===== src/rtl/sdpb_line_reader.sv =====
// Port-B line reader for the frame BRAM: issues LENGTH wrapped reads from BASE_ADDR and
// re-times the fixed-latency read data through a credit-checked skid FIFO onto a valid/ready stream.
module sdpb_line_reader #(
    parameter int ADDRESS_DEPTH = 120,
    parameter int DATA_WIDTH    = 128,
    parameter int READ_LATENCY  = 1,
    parameter int FIFO_DEPTH    = READ_LATENCY + 2,
    localparam int AW = $clog2(ADDRESS_DEPTH),
    localparam int LW = $clog2(ADDRESS_DEPTH) + 1
) (
    input  logic                  clk,
    input  logic                  reset,
    input  logic                  start,
    input  logic [AW-1:0]         base_addr,
    input  logic [LW-1:0]         length,
    output logic                  busy,
    output logic                  done,
    output logic [AW-1:0]         adb,
    output logic                  ceb,
    output logic                  oce,
    input  logic [DATA_WIDTH-1:0] bram_dout,
    output logic [DATA_WIDTH-1:0] m_data,
    output logic                  m_valid,
    input  logic                  m_ready,
    output logic                  m_last
);
    localparam int PW = (FIFO_DEPTH > 1) ? $clog2(FIFO_DEPTH) : 1;
    localparam int CW = $clog2(FIFO_DEPTH + 1);
    localparam int SW = CW + 1;

    // Stream handshake: a word transfers on m_valid & m_ready; while m_valid=1 and
    // m_ready=0 the head word (m_data, m_last) is held unchanged.
    typedef enum logic [1:0] {S_IDLE, S_READ, S_DRAIN, S_DONE} state_t;

    state_t                  state_q, state_d;
    logic [AW-1:0]           addr_q, addr_d;
    logic [LW-1:0]           rem_q, rem_d;
    logic [READ_LATENCY-1:0] vld_q, vld_d, tag_q, tag_d;
    logic [DATA_WIDTH-1:0]   mem_q [FIFO_DEPTH];
    logic                    last_mem_q [FIFO_DEPTH];
    logic [PW-1:0]           wr_q, rd_q;
    logic [CW-1:0]           cnt_q, inflight;
    logic                    issue, issue_last, credit_ok, push, pop;
    logic [AW-1:0]           issue_addr;

    function automatic logic [AW-1:0] inc_addr(input logic [AW-1:0] a);
        return (a == AW'(ADDRESS_DEPTH - 1)) ? '0 : a + AW'(1);
    endfunction

    function automatic logic [PW-1:0] inc_ptr(input logic [PW-1:0] p);
        return (p == PW'(FIFO_DEPTH - 1)) ? '0 : p + PW'(1);
    endfunction

    always_ff @(posedge clk or posedge reset) begin
        if (reset) begin
            state_q <= S_IDLE;
            addr_q  <= '0;
            rem_q   <= '0;
        end else begin
            state_q <= state_d;
            addr_q  <= addr_d;
            rem_q   <= rem_d;
        end
    end

    always_comb begin
        state_d = state_q;
        addr_d  = addr_q;
        rem_d   = rem_q;
        case (state_q)
            S_IDLE: begin
                if (start) begin
                    if (length == '0) begin
                        state_d = S_DONE;
                    end else begin
                        addr_d  = inc_addr(base_addr);
                        rem_d   = length - LW'(1);
                        state_d = (length == LW'(1)) ? S_DRAIN : S_READ;
                    end
                end
            end
            S_READ: begin
                if (issue) begin
                    addr_d = inc_addr(addr_q);
                    rem_d  = rem_q - LW'(1);
                    if (rem_q == LW'(1)) state_d = S_DRAIN;
                end
            end
            S_DRAIN: begin
                if (inflight == '0 && cnt_q == '0) state_d = S_DONE;
            end
            default: state_d = S_IDLE;
        endcase
    end

    // The first word is read in the start cycle itself so that data reaches the stream
    // READ_LATENCY+1 cycles after start. Same-cycle pops are deliberately not credited.
    always_comb begin
        issue      = 1'b0;
        issue_addr = addr_q;
        issue_last = (rem_q == LW'(1));
        credit_ok  = (SW'(cnt_q) + SW'(inflight)) < SW'(FIFO_DEPTH);
        case (state_q)
            S_IDLE: begin
                issue_addr = base_addr;
                issue_last = (length == LW'(1));
                issue      = start && (length != '0);
            end
            S_READ:  issue = (rem_q != '0) && credit_ok;
            default: issue = 1'b0;
        endcase
        if (reset) issue = 1'b0;
    end

    assign ceb  = issue;
    assign adb  = issue ? issue_addr : '0;
    assign oce  = 1'b1;
    assign busy = (state_q == S_READ) || (state_q == S_DRAIN);
    assign done = (state_q == S_DONE);

    always_comb begin
        vld_d    = '0;
        tag_d    = '0;
        vld_d[0] = issue;
        tag_d[0] = issue_last;
        for (int i = 1; i < READ_LATENCY; i++) begin
            vld_d[i] = vld_q[i-1];
            tag_d[i] = tag_q[i-1];
        end
        inflight = '0;
        for (int i = 0; i < READ_LATENCY; i++) begin
            inflight = inflight + CW'(vld_q[i]);
        end
    end

    assign push = vld_q[READ_LATENCY-1];
    assign pop  = m_valid && m_ready;

    always_ff @(posedge clk or posedge reset) begin
        if (reset) begin
            vld_q <= '0;
            tag_q <= '0;
            wr_q  <= '0;
            rd_q  <= '0;
            cnt_q <= '0;
        end else begin
            vld_q <= vld_d;
            tag_q <= tag_d;
            if (push) wr_q <= inc_ptr(wr_q);
            if (pop)  rd_q <= inc_ptr(rd_q);
            if (push && !pop)      cnt_q <= cnt_q + CW'(1);
            else if (!push && pop) cnt_q <= cnt_q - CW'(1);
        end
    end

    // Storage needs no reset: the count gates everything that reads it.
    always_ff @(posedge clk) begin
        if (push) begin
            mem_q[wr_q]      <= bram_dout;
            last_mem_q[wr_q] <= tag_q[READ_LATENCY-1];
        end
    end

    assign m_valid = (cnt_q != '0);
    assign m_data  = m_valid ? mem_q[rd_q] : '0;
    assign m_last  = m_valid ? last_mem_q[rd_q] : 1'b0;

endmodule


===== config.mk =====
export PLATFORM = sky130hd
export DESIGN_NAME = sdpb_line_reader
export DESIGN_NICKNAME = d
export VERILOG_FILES = /design/src/rtl/sdpb_line_reader.sv
export SDC_FILE = /design/constraint.sdc
export NUM_CORES = 1
export LEC_CHECK = 0
export ABC_AREA = 0
export CAP_MARGIN = 20
export CORE_MARGIN = 3
export CORE_UTILIZATION = 55
export CTS_BUF_LIST = sky130_fd_sc_hd__clkbuf_8
export DETAILED_ROUTE_END_ITERATION = 8
export PLACE_DENSITY = 0.88
export SLEW_MARGIN = 15
export SYNTH_ARGS = -nofsm -noshare
export SYNTH_HDL_FRONTEND = slang
export SYNTH_SLANG_ARGS = --single-unit

===== constraint.sdc =====
create_clock -name clk -period 28.4 [get_ports clk]
set_clock_uncertainty 0.2 [all_clocks]
set_input_delay 4.26 -clock clk [delete_from_list [all_inputs] [get_ports clk]]
set_output_delay 4.26 -clock clk [all_outputs]
set_load 0.005 [all_outputs]

-- Word-level counts from Yosys, hierarchy flattened
Memory sizes are Yosys's and may differ from the RTL's.
Cells that the tools add are included.
W data, S select, Z words.
- latch bits: 0
- flip-flop bits (word level): 25
- bits in read-only memories: 0
- bits in writable memories: 387
- logic and storage cells: 84
- input port bits: 147
- memories: 2
- output and inout port bits: 141
- memories (memory ; words ; bits a word ; read ports ; clocked after Yosys merged registers in ; wr ports ; line ; text):
    mem_q ; 3 ; 128 ; 1 ; 0 ; 1 ; 39 ; logic [DATA_WIDTH-1:0] mem_q [FIFO_DEPTH];
    last_mem_q ; 3 ; 1 ; 1 ; 0 ; 1 ; 40 ; logic last_mem_q [FIFO_DEPTH];
- equal/unequal tests: 14
- muxes and demuxes: 30
- bitwise logic cells: 0
- magnitude comparators: 1
- reductions and logical operators: 20
- $mul: 0
- add/subtract/negate cells: 9
- shifts and indexed selects: 0
- div/mod/pow operators: 0
- operators with widths (operator ; count):
    $mux W128 ; 1
    $mux W7 ; 7
    $mux W8 ; 3
    $mux W2 ; 10
    $eq A8 B1 Y1 const B ; 2
    $pmux W8 S2 ; 1
    $reduce_bool A8 Y1 ; 2
    $sub A8 B1 Y8 const B ; 2
    $add A7 B1 Y7 const B ; 2
    $eq A7 B7 Y1 const B ; 2
    $pmux W7 S2 ; 1
    $ne A2 B2 Y1 const B ; 5
    $eq A2 B2 Y1 const B ; 4
    $logic_not A8 Y1 ; 1
    $reduce_and A4 Y1 ; 2
    $add A2 B1 Y2 const B ; 3
    $logic_and A1 B1 Y1 ; 6
    $logic_not A2 Y1 ; 3
    $pmux W2 S3 ; 1
    $reduce_bool A2 Y1 ; 3
    $mux W1 ; 5
    $add A2 B1 Y3 ; 1
    $lt A3 B2 Y1 const B ; 1
    $eq A2 B1 Y1 const B ; 1
    other kinds (4) ; 5

-- Logic depth before layout (Yosys ltp)
Gate-level depths: netlist of run 1.
- depth after elaboration: 7
- depth in mapped cells: 9
- gate-level depth less buffers: 8

-- Least setup slack after synthesis of run 1
No wires, ideal clock.
- kind: reg-to-reg
- start point: register vld_q, in the netlist push
- end point: memory last_mem_q[1] (enable)
- stages on the path, launching flop included: 3
- clock period less this slack: 10848 ps
- buffers on the path: 0
- arrival time: 9845 ps
- slack: 17552 ps
- required time: 27396 ps
- library setup time: 804 ps
- path through: dfrtp_1 inv_1 nor3b_1
- word-level cells in the longest chain between the ends: 2
- RTL lines (what ; line ; text):
    start: declaration ; 38 ; logic [READ_LATENCY-1:0] vld_q, vld_d, tag_q, tag_d;
    start signal: assignment ; 147 ; vld_q <= vld_d;
    $mux W1 ; 158 ; if (push) begin
    $mux W1 (implied by the code) ; 160 ; last_mem_q[wr_q] <= tag_q[READ_LATENCY-1];
    end: declaration ; 40 ;
No other way between the ends.

-- Worst setup path in the final report of run 1
- start point: input length[0]
- end point: output ceb
- word-level cells in the longest chain between the ends: 4
- RTL lines (what ; line ; text):
    start: declaration ; 15 ; input logic [LW-1:0] length,
    $reduce_bool A8 Y1 ; 107 ; issue = start && (length != '0);
    $logic_and A1 B1 Y1 ; 107 ;
    $pmux W1 S2 ; 103 ; case (state_q)
    $mux W1 ; 112 ; if (reset) issue = 1'b0;
    end: declaration ; 19 ; output logic ceb,
No other way between the ends.

==> results by group, run 1 <==
Run status
  • Status: finished, final reports clean

Routing
  • Drt drc: 0
  • First drt pass iteration count: 5
  • WL/cell: 19.6 µm
  • 1st-iter DRT viols: 956
  • Post-DRT Antenna Nets: 0
  • Vias per std cell: 5.57
  • Routed WL: 38,200 µm
  • DR vias: 10,800

Placement
  • Hpwl dp: 23,000 µm
  • Placer Congestion: 0.832
  • PortBufs: 286

Critical path
  • Worst reg2reg endpoint: addr_q[0]$_DFFE_PP0P_
  • FF-to-FF Start: state_q[1]$_DFFE_PP0P_
  • Crit path launch: length[0]
  • CP Capture Point: ceb
  • Worst Path Arrival: 6.73 ns
  • Flop2flop setup slack: 25.36 ns
  • Worst Reg2Reg Path Length in Cells: 8
  • CP Class: input port to output pin
  • Max FO, Critical Path: 11
  • CP endpoint kind: output pin
  • Required time worst endpoint: 23.94 ns
  • CP startpoint kind: input port

STA
  • Setup_tns: 0 ns
  • Final Cycle Share: 0.394
  • Max Slew Vio Count: 0
  • Worst Max-Slew Pin Slew: 1.07 ns
  • FMAX: 0.0894 GHz
  • Final setup violating endpoints: 0
  • Slew margin rel.: 0.284
  • Tmin final: 11.19 ns
  • Final hold violation count: 0
  • Unrepaired setup endpoints after global routing: no

Synthesis
  • Async SR Flop Fraction: 0.0607
  • Ys flop type: edfxtp_1
  • EDFF count, synth: 387
  • Cell variety after synth: 47
  • Synth Register Bits: 412
  • Post-synthesis cell area: 16,700 µm²
  • Syn. warnings: 0
  • Avg Cell Area, Syn: 14.0 µm²
  • Gate count of the mapped netlist: 1,196
  • Syn nets: 1,358
  • Sequential area share after synthesis: 0.732

CTS
  • Root Buffer Master: clkbuf_8
  • Post-CTS setup buffer count: 0
  • CTS Buffer Depth: 3
  • Clock sink total: 412
  • Clk slew on worst S/H paths: 0.06 ns
  • Htree depth: 3
  • Cts bufs inserted: 67
  • Hold-fix buffers at CTS: 0
  • CTS tree: done
  • Post_cts resized: 0
  • Clock Latency Late Sink: 0.56 ns

Cells and area
  • # nets final: 1,664
  • Most frequent cells in the layout: edfxtp_1, clkdlybuf4s50_1, nor2_1, a21oi_1, mux2i_1
  • Most common cell after layout, fill and taps aside: edfxtp_1
  • Fin util: 0.713
  • Synthesis-to-layout area growth: 27.0%
  • Fraction of final layout cells with drive strength greater than 1: 0.0709

Floorplanning
  • Ports: 288
  • DIE WIDTH: 180 µm
  • Die area: 32,500 µm²
  • Initial core utilization: 0.561
  • Die height: 180 µm
  • # rows: 63
  • Core region area: 29,800 µm²

Flow run
  • Max cap viols: 0

Global routing
  • First-pass GRT wire length: 59,500 µm
  • Vias in the first global route: 11,100
  • Global route total overflow: 0
  • Largest net degree at the start of global routing: 113
  • Total GRT Usage: 0.229
  • Initial antenna violation count: 6

Power and ir drop
  • Pleak: 7.70 nW
  • Power density cells: 101 nW/µm²
  • Maximum vdd ir drop: 0.0637 mV

Worst hold path
  • Hold WC Path Type: flop to flop
## synthesized netlist by cell type (4+ instances only)
cell type / count / area [µm²]
xor2_1: 7 / 61.3
o22ai_1: 8 / 50.1
o21ai_0: 8 / 40.0
clkbuf_1: 51 / 191
inv_1: 13 / 48.8
o32ai_1: 5 / 43.8
buf_1: 15 / 56.3
dfrtp_1: 25 / 626
nand3_1: 10 / 50.1
a22o_1: 4 / 35.0
a31oi_1: 5 / 31.3
nor3_1: 5 / 25.0
xnor2_1: 5 / 43.8
mux2i_1: 138 / 1380
a21oi_1: 140 / 701
nand2_1: 28 / 105
ha_1: 15 / 188
nor2_1: 282 / 1060
edfxtp_1: 387 / 11600
nor3b_1: 4 / 30.0
## registers in the layout, indices dropped and copies added (netlist names)
signal,count
mem_q,384
last_mem_q,3
addr_q,7
rd_q,2
cnt_q,2
state_q,2
rem_q,8
wr_q,2
push,1
tag_q,1
## metrics by stage
| step | setup WS, ns | instance area [µm²] | cells | power [W] | hold WS (ns) |
|---|---|---|---|---|---|
| finish | 17.21 | 21200 | 1947 | 0.00214 | 0.311 |
| CTS | 17.27 | 21200 | 1940 | 0.00215 | 0.306 |
| global placement | 17.38 | 20000 | 1820 | 0.00166 | 0.250 |
| global route | 17.08 | 21200 | 1947 | 0.00226 | 0.310 |
| detailed placement | 17.28 | 20000 | 1821 | 0.00169 | 0.290 |
| floorplan | 17.55 | 16700 | 1196 | 0.00130 | 0.238 |
## per-layer routing
metal  GRT usage  vias to the layer above  share of wire
met3      0.0484                       76          0.070
met1       0.285                     5287           0.38
met5           0                        -        0.00029
met4      0.0857                        2          0.029
li1            -                     5029              -
met2       0.397                      450           0.52
## worst max-delay path: stages
cell	delay, ns
clkdlybuf4s50_1	0.49
inv_1	0.13
ha_1	0.19
nor3b_1	0.32
a21oi_1	0.18
a2bb2oi_2	0.52
inv_2	0.15
clkdlybuf4s50_1	0.48
## power by group
| group | internal, W | switching [W] |
|---|---|---|
| clock network | 0.000230 | 0.000224 |
| logic | 0.000411 | 0.000430 |
| registers | 0.000777 | 0.0000653 |
## kinds of logic after synthesis
logic type / share of synthesized area
adder cells (fa/ha/maj): 0.0112
AND/OR/NAND/NOR: 0.0832
XOR/XNOR: 0.00629
AO/OA/AOI/OAI: 0.0625
flip-flops: 0.732
buffers and inverters: 0.0189
other: 0.000224
multiplexers: 0.0853
## area by class of cell
cell class,instances,area [µm²]
Sequential cell,412,12300
Antenna cell,5,12.5
Clock buffer,70,963
Timing Repair Buffer,305,3060
Clock inverter,49,229
Inverter,14,52.6
Fill cell,1908,8550
Tap cell,390,488
Multi-Input combinational cell,702,4180
## worst min-delay path by stage
stage / start / endpoint / slack [ns] / depth (start not counted)
after global routing: tag_q$_DFF_PP0_ / last_mem_q[1]$_DFFE_PP_ / 0.31 / 0
after global placement: tag_q$_DFF_PP0_ / last_mem_q[2]$_DFFE_PP_ / 0.25 / 0
after detailed placement: tag_q$_DFF_PP0_ / last_mem_q[1]$_DFFE_PP_ / 0.29 / 0
final: tag_q$_DFF_PP0_ / last_mem_q[1]$_DFFE_PP_ / 0.31 / 0
after floorplan: tag_q$_DFF_PP0_ / last_mem_q[0]$_DFFE_PP_ / 0.24 / 0
after CTS: tag_q$_DFF_PP0_ / last_mem_q[1]$_DFFE_PP_ / 0.31 / 0
Note: power is estimated with default switching activity, not from simulation.
==> inputs of run 2 (changes only) <==
Settings changed: CORE_UTILIZATION 55 to 50, PLACE_DENSITY 0.88 to 0.84.
Clock period 28.4 ns to 9.6 ns, I/O delays scaled along.
==> run 2 against run 1 <==
Against the previous run: flip-flop and latch count is the same; sequential power grew to 3.0 times the previous value; register-to-register slack got worse by 19 ns; final area barely moved; critical path type unchanged; critical endpoint unchanged; utilization decreased by 6.4 points.
==> results by group, run 2 (synthesized netlist as in run 1, its figures left out) <==
STA
  • Setup_tns: 0 ns
  • Final setup violating endpoints: 0
  • Final hold violation count: 0
  • Setup slack after layout: 4.11 ns
  • Max Slew Vio Count: 0
  • FMAX: 0.182 GHz
  • Worst Max-Slew Pin Slew: 1.04 ns
  • Slew margin rel.: 0.308
  • Tmin final: 5.49 ns
  • Final Cycle Share: 0.572
  • Unrepaired setup endpoints after global routing: no

Routing
  • Drt drc: 0
  • WL/cell: 18.6 µm
  • First drt pass iteration count: 5
  • Routed WL: 37,000 µm
  • DR vias: 10,600
  • 1st-iter DRT viols: 611
  • Vias per std cell: 5.33
  • Post-DRT Antenna Nets: 0

CTS
  • Htree depth: 3
  • Cts bufs inserted: 67
  • CTS Buffer Depth: 3
  • Clock sink total: 412
  • Root Buffer Master: clkbuf_8
  • Clk slew on worst S/H paths: 0.06 ns
  • CTS tree: done
  • Hold-fix buffers at CTS: 0
  • Post_cts resized: 0
  • Clock Latency Late Sink: 0.57 ns
  • Post-CTS setup buffer count: 0

Floorplanning
  • Initial core utilization: 0.510
  • Die area: 35,700 µm²
  • # rows: 66
  • Core region area: 32,800 µm²
  • DIE WIDTH: 189 µm
  • Ports: 288
  • Die height: 189 µm

Worst hold path
  • HP Start: tag_q$_DFF_PP0_
  • Hold WC Path Type: flop to flop

Critical path
  • Worst Reg2Reg Path Length in Cells: 8
  • CP Capture Point: ceb
  • CP startpoint kind: input port
  • Worst Path Arrival: 3.85 ns
  • Worst path most repeated cell: clkdlybuf4s50_1
  • CP Class: input port to output pin
  • CP endpoint kind: output pin
  • Flop2flop setup slack: 6.06 ns
  • Slowest CP cell: a2bb2oi_2
  • Max incr delay on CP: 0.52 ns
  • Crit path max-delay family: buffers and inverters
  • Worst reg2reg endpoint: state_q[1]$_DFFE_PP0P_
  • Cell depth of the worst setup path: 8
  • Max FO, Critical Path: 11
  • Crit path launch: length[0]
  • WP buf/inv: 4
  • Required time worst endpoint: 7.96 ns
  • FF-to-FF Start: cnt_q[0]$_DFFE_PP0P_
  • CP cell instances: clkdlybuf4s50_1 > inv_1 > ha_1 > nor3b_1 > a21oi_1 > a2bb2oi_2 > inv_2 > clkdlybuf4s50_1

Cells and area
  • Layout Cells excl Fill: 1,986
  • Largest register FFs: 384
  • Most frequent cells in the layout: edfxtp_1, clkdlybuf4s50_1, nor2_1, a21oi_1, mux2i_1
  • Synthesis-to-layout area growth: 27.1%
  • Fraction of final layout cells with drive strength greater than 1: 0.0720
  • Biggest register: mem_q
  • # nets final: 1,661
  • Fin util: 0.649
  • Top flop regs: mem_q x384, rem_q x8, addr_q x7
  • Most common cell after layout, fill and taps aside: edfxtp_1

Placement
  • Pre-CTS setup slack: 4.12 ns
  • Placer Congestion: 0.820
  • PortBufs: 286
  • Number of cells after detailed placement: 1,870
  • Hpwl dp: 22,400 µm

Power and ir drop
  • Switching power: 0.00210 W
  • Switching share of power: 0.333
  • Power density cells: 297 nW/µm²
  • Seq pwr share: 0.397
  • Clock power frac: 0.213
  • Pleak: 7.65 nW
  • Maximum vdd ir drop: 0.196 mV
  • Comb pwr share: 0.390
  • Internal: 0.00420 W

Run status
  • Status: finished, final reports clean

Global routing
  • Met1 Use GR: 0.256
  • Vias in the first global route: 10,900
  • GR met2 Demand/Resource: 0.343
  • First-pass GRT wire length: 57,800 µm
  • Global route total overflow: 0
  • Initial antenna violation count: 3
  • M3 GR Usage: 0.0457
  • Largest net degree at the start of global routing: 113
  • Total GRT Usage: 0.203
  • Gr busiest metal: met2

Flow run
  • Max cap viols: 0
[run 2: cell count changes in the layout (fill, tap and decap cells not counted), sizes merged]
| cell | before | now |
|---|---|---|
| inv | 44 | 36 |
| buf | 19 | 16 |
| diode | 5 | 2 |
| clkbuf | 70 | 68 |
| clkinv | 18 | 20 |
| bufinv | 0 | 1 |
[run 2: worst min path at each step]
stage,endpoint,slack [ns],depth (start not counted)
floorplan,last_mem_q[0]$_DFFE_PP_,0.24,0
global placement,last_mem_q[0]$_DFFE_PP_,0.26,0
detailed placement,last_mem_q[2]$_DFFE_PP_,0.27,0
CTS,last_mem_q[2]$_DFFE_PP_,0.32,0
global route,last_mem_q[2]$_DFFE_PP_,0.32,0
finish,last_mem_q[2]$_DFFE_PP_,0.32,0
[run 2: metal layers]
layer	wire length (µm)	vias to the layer above	share of wire
met5	0	-	0
met4	1350	0	0.037
met3	2450	85	0.066
met2	18500	370	0.50
met1	14700	5124	0.40
li1	-	5011	-
[run 2: area by class of cell]
cell class	instances	area, µm²
clock inverter	44	240
antenna	2	5.00
sequential	412	12300
clock buffer	68	936
fill	2387	11500
multi-input combinational	702	4200
tap	442	553
timing repair buffer	302	3020
inverter	14	52.6
[run 2: worst register-to-register path, cell delays in order (launching register included)]
cell and delay (ns):
dfrtp_1 0.46, nor2_4 0.12, buf_4 0.56, buf_4 0.83, inv_1 0.23, o21ai_0 0.20
o21ai_0 0.14, a211oi_2 0.31, mux2_1 0.37
[run 2: power by group through the flow]
| stage | sequential (W) | clock [W] | combinational, W |
|---|---|---|---|
| global route | 0.00254 | 0.00146 | 0.00268 |
| CTS | 0.00250 | 0.00138 | 0.00247 |
| floorplan | 0.00245 | 0 | 0.00135 |
| finish | 0.00250 | 0.00134 | 0.00246 |
| detailed placement | 0.00254 | 0 | 0.00245 |
| global placement | 0.00252 | 0 | 0.00240 |
[run 2: stage by stage]
stage	total power [W]	hold slack (ns)	instance area (µm²)
after floorplan	0.00380	0.238	16700
after global placement	0.00492	0.260	20000
after detailed placement	0.00499	0.269	20000
after CTS	0.00636	0.319	21200
after global routing	0.00667	0.323	21300
final	0.00631	0.321	21300
==> inputs of run 3 (changes only) <==
Settings changed: CORE_UTILIZATION 50 to 55, PLACE_DENSITY 0.84 to 0.88.
Clock period 9.6 ns to 5.7 ns, I/O delays scaled along.
==> run 3 against run 2 <==
Against the previous run: critical path depth unchanged; hold slack lost 0.051 ns; global-route usage rose by 2.8 points; utilization grew 6.4 points; flip-flop and latch count stayed put; combinational power increased by 69%; highest routed layer is now met5.
==> results by group, run 3 (synthesized netlist as in run 1, its figures left out) <==
Routing
  • Post-DRT Antenna Nets: 0
  • Vias per std cell: 5.56
  • Detail Route met2 WL: 19,500 µm
  • First drt pass iteration count: 5
  • Metal3 WL: 2470 µm
  • DR vias: 10,800
  • Drt drc: 0
  • DRT met1 WL: 14,900 µm
  • WL/cell: 19.8 µm
  • Top Layer Used: met5
  • 1st-iter DRT viols: 840
  • Routed WL: 38,300 µm

Critical path
  • Max incr delay on CP: 0.52 ns
  • CP Class: input port to output pin
  • CP endpoint kind: output pin
  • CP cell instances: clkdlybuf4s50_1 > inv_1 > ha_1 > nor3b_1 > a21oi_1 > a2bb2oi_2 > inv_2 > clkdlybuf4s50_1
  • CP startpoint kind: input port
  • Slowest CP cell: a2bb2oi_2
  • Worst path most repeated cell: clkdlybuf4s50_1
  • Max FO, Critical Path: 11
  • Worst Path Arrival: 3.38 ns
  • Required time worst endpoint: 4.64 ns

CTS
  • Clk slew on worst S/H paths: 0.06 ns
  • Post_cts resized: 0
  • Htree depth: 3
  • Post-CTS setup buffer count: 0
  • CTS Buffer Depth: 3
  • Cts bufs inserted: 67
  • Hold-fix buffers at CTS: 0
  • Root Buffer Master: clkbuf_8
  • Clock sink total: 412
  • CTS tree: done
  • Clock Latency Late Sink: 0.55 ns

Global routing
  • Global route total overflow: 0
  • Total GRT Usage: 0.231
  • Largest net degree at the start of global routing: 123
  • Vias in the first global route: 11,100
  • First-pass GRT wire length: 59,700 µm
  • Initial antenna violation count: 5

Floorplanning
  • DIE WIDTH: 180 µm
  • Die area: 32,500 µm²
  • Core region area: 29,800 µm²
  • Ports: 288
  • Die height: 180 µm
  • Initial core utilization: 0.561
  • # rows: 63

Placement
  • PortBufs: 286
  • Placer Congestion: 0.823
  • Placed Instance Area: 20,000 µm²
  • Hpwl dp: 23,600 µm

STA
  • Worst Max-Slew Pin Slew: 0.992 ns
  • Hold WS: 0.270 ns
  • Final setup violating endpoints: 0
  • Tmin final: 4.44 ns
  • Slew margin rel.: 0.339
  • Unrepaired setup endpoints after global routing: no
  • Final Cycle Share: 0.779
  • FMAX: 0.225 GHz
  • Max Slew Vio Count: 0
  • Setup_tns: 0 ns
  • Final hold violation count: 0

Power and ir drop
  • Internal: 0.00708 W
  • Comb pwr share: 0.390
  • Pleak: 7.67 nW
  • Switching share of power: 0.336
  • Switching power: 0.00358 W
  • Power density cells: 502 nW/µm²
  • Final Power: 0.0107 W
  • Clock power frac: 0.212
  • Maximum vdd ir drop: 0.324 mV
  • Seq pwr share: 0.397

Cells and area
  • Biggest register: mem_q
  • # nets final: 1,662
  • Most frequent cells in the layout: edfxtp_1, clkdlybuf4s50_1, nor2_1, a21oi_1, mux2i_1
  • Top flop regs: mem_q x384, rem_q x8, addr_q x7
  • Fillers: 1,932
  • Final design instance area without fill: 21,200 µm²
  • Multi-input gate area: 4200 µm²
  • Area occupied by registers: 12,300 µm²
  • Synthesis-to-layout area growth: 26.9%
  • Largest register FFs: 384
  • Most common cell after layout, fill and taps aside: edfxtp_1
  • Fraction of final layout cells with drive strength greater than 1: 0.0725

Worst hold path
  • Hold WC Path Type: flop to flop

Flow run
  • Max cap viols: 0

Run status
  • Status: finished, final reports clean
==> run 3: cell types whose count changed in the layout (fill, tap and decap cells not counted), sizes merged <==
cell / change
diode: +2
buf: +1
clkinv: -5
bufinv: -1
clkbuf: +3
clkinvlp: +1
inv: +3
==> run 3: path summary, 6_finish.rpt <==
path | start | cells past startpoint | slack [ns] | endpoint
max | length[0] | 8 | 1.26 | ceb
min | tag_q$_DFF_PP0_ | 0 | 0.27 | last_mem_q[1]$_DFFE_PP_
max reg2reg | state_q[1]$_DFFE_PP0P_ | 8 | 2.72 | addr_q[0]$_DFFE_PP0P_
min reg2reg | tag_q$_DFF_PP0_ | 0 | 0.27 | last_mem_q[1]$_DFFE_PP_
max in group asynchronous | reset | 3 | 4.43 | rd_q[1]$_DFFE_PP0P_
min in group asynchronous | reset | 3 | 0.58 | rem_q[7]$_DFFE_PP0P_
==> run 3: stage by stage <==
step                       util  setup slack, ns  instances
after global routing      0.712             1.11       1938
after detailed placement  0.672             1.27       1821
after global placement    0.672             1.51       1821
after floorplan               -             1.17       1196
final                     0.712             1.26       1938
after CTS                 0.712             1.28       1934
==> run 3: layout make-up <==
class | count | share of cell area
Multi-Input combinational cell | 702 | 0.198
Clock inverter | 42 | 0.00985
Clock buffer | 71 | 0.0461
Sequential cell | 412 | 0.578
Inverter | 14 | 0.00248
Antenna cell | 4 | 0.000472
Tap cell | 390 | 0.0230
Timing Repair Buffer | 303 | 0.143
==> run 3: power by group through the flow <==
stage          combinational [W]  clock (W)  sequential, W
2_1_floorplan            0.00228          0        0.00410
3_3_place_gp             0.00402          0        0.00425
3_5_place_dp             0.00415          0        0.00429
4_1_cts                  0.00419    0.00232        0.00424
5_1_grt                  0.00453    0.00248        0.00429
6_report                 0.00416    0.00226        0.00423
==> run 3: critical path, delay by kind of cell <==
| kind | cells | cell delay (ns) |
|---|---|---|
| buffers and inverters | 4 | 1.29 |
| AO/OA/AOI/OAI | 2 | 0.70 |
| AND/OR/NAND/NOR | 1 | 0.32 |
| adder cells (fa/ha/maj) | 1 | 0.20 |
==> run 3: layer usage <==
metal  global-route usage  vias to the layer above
li1                     -                     4994
met1                0.291                     5248
met2                0.390                      435
met3               0.0470                       90
met4                0.101                        2
met5                    0                        -
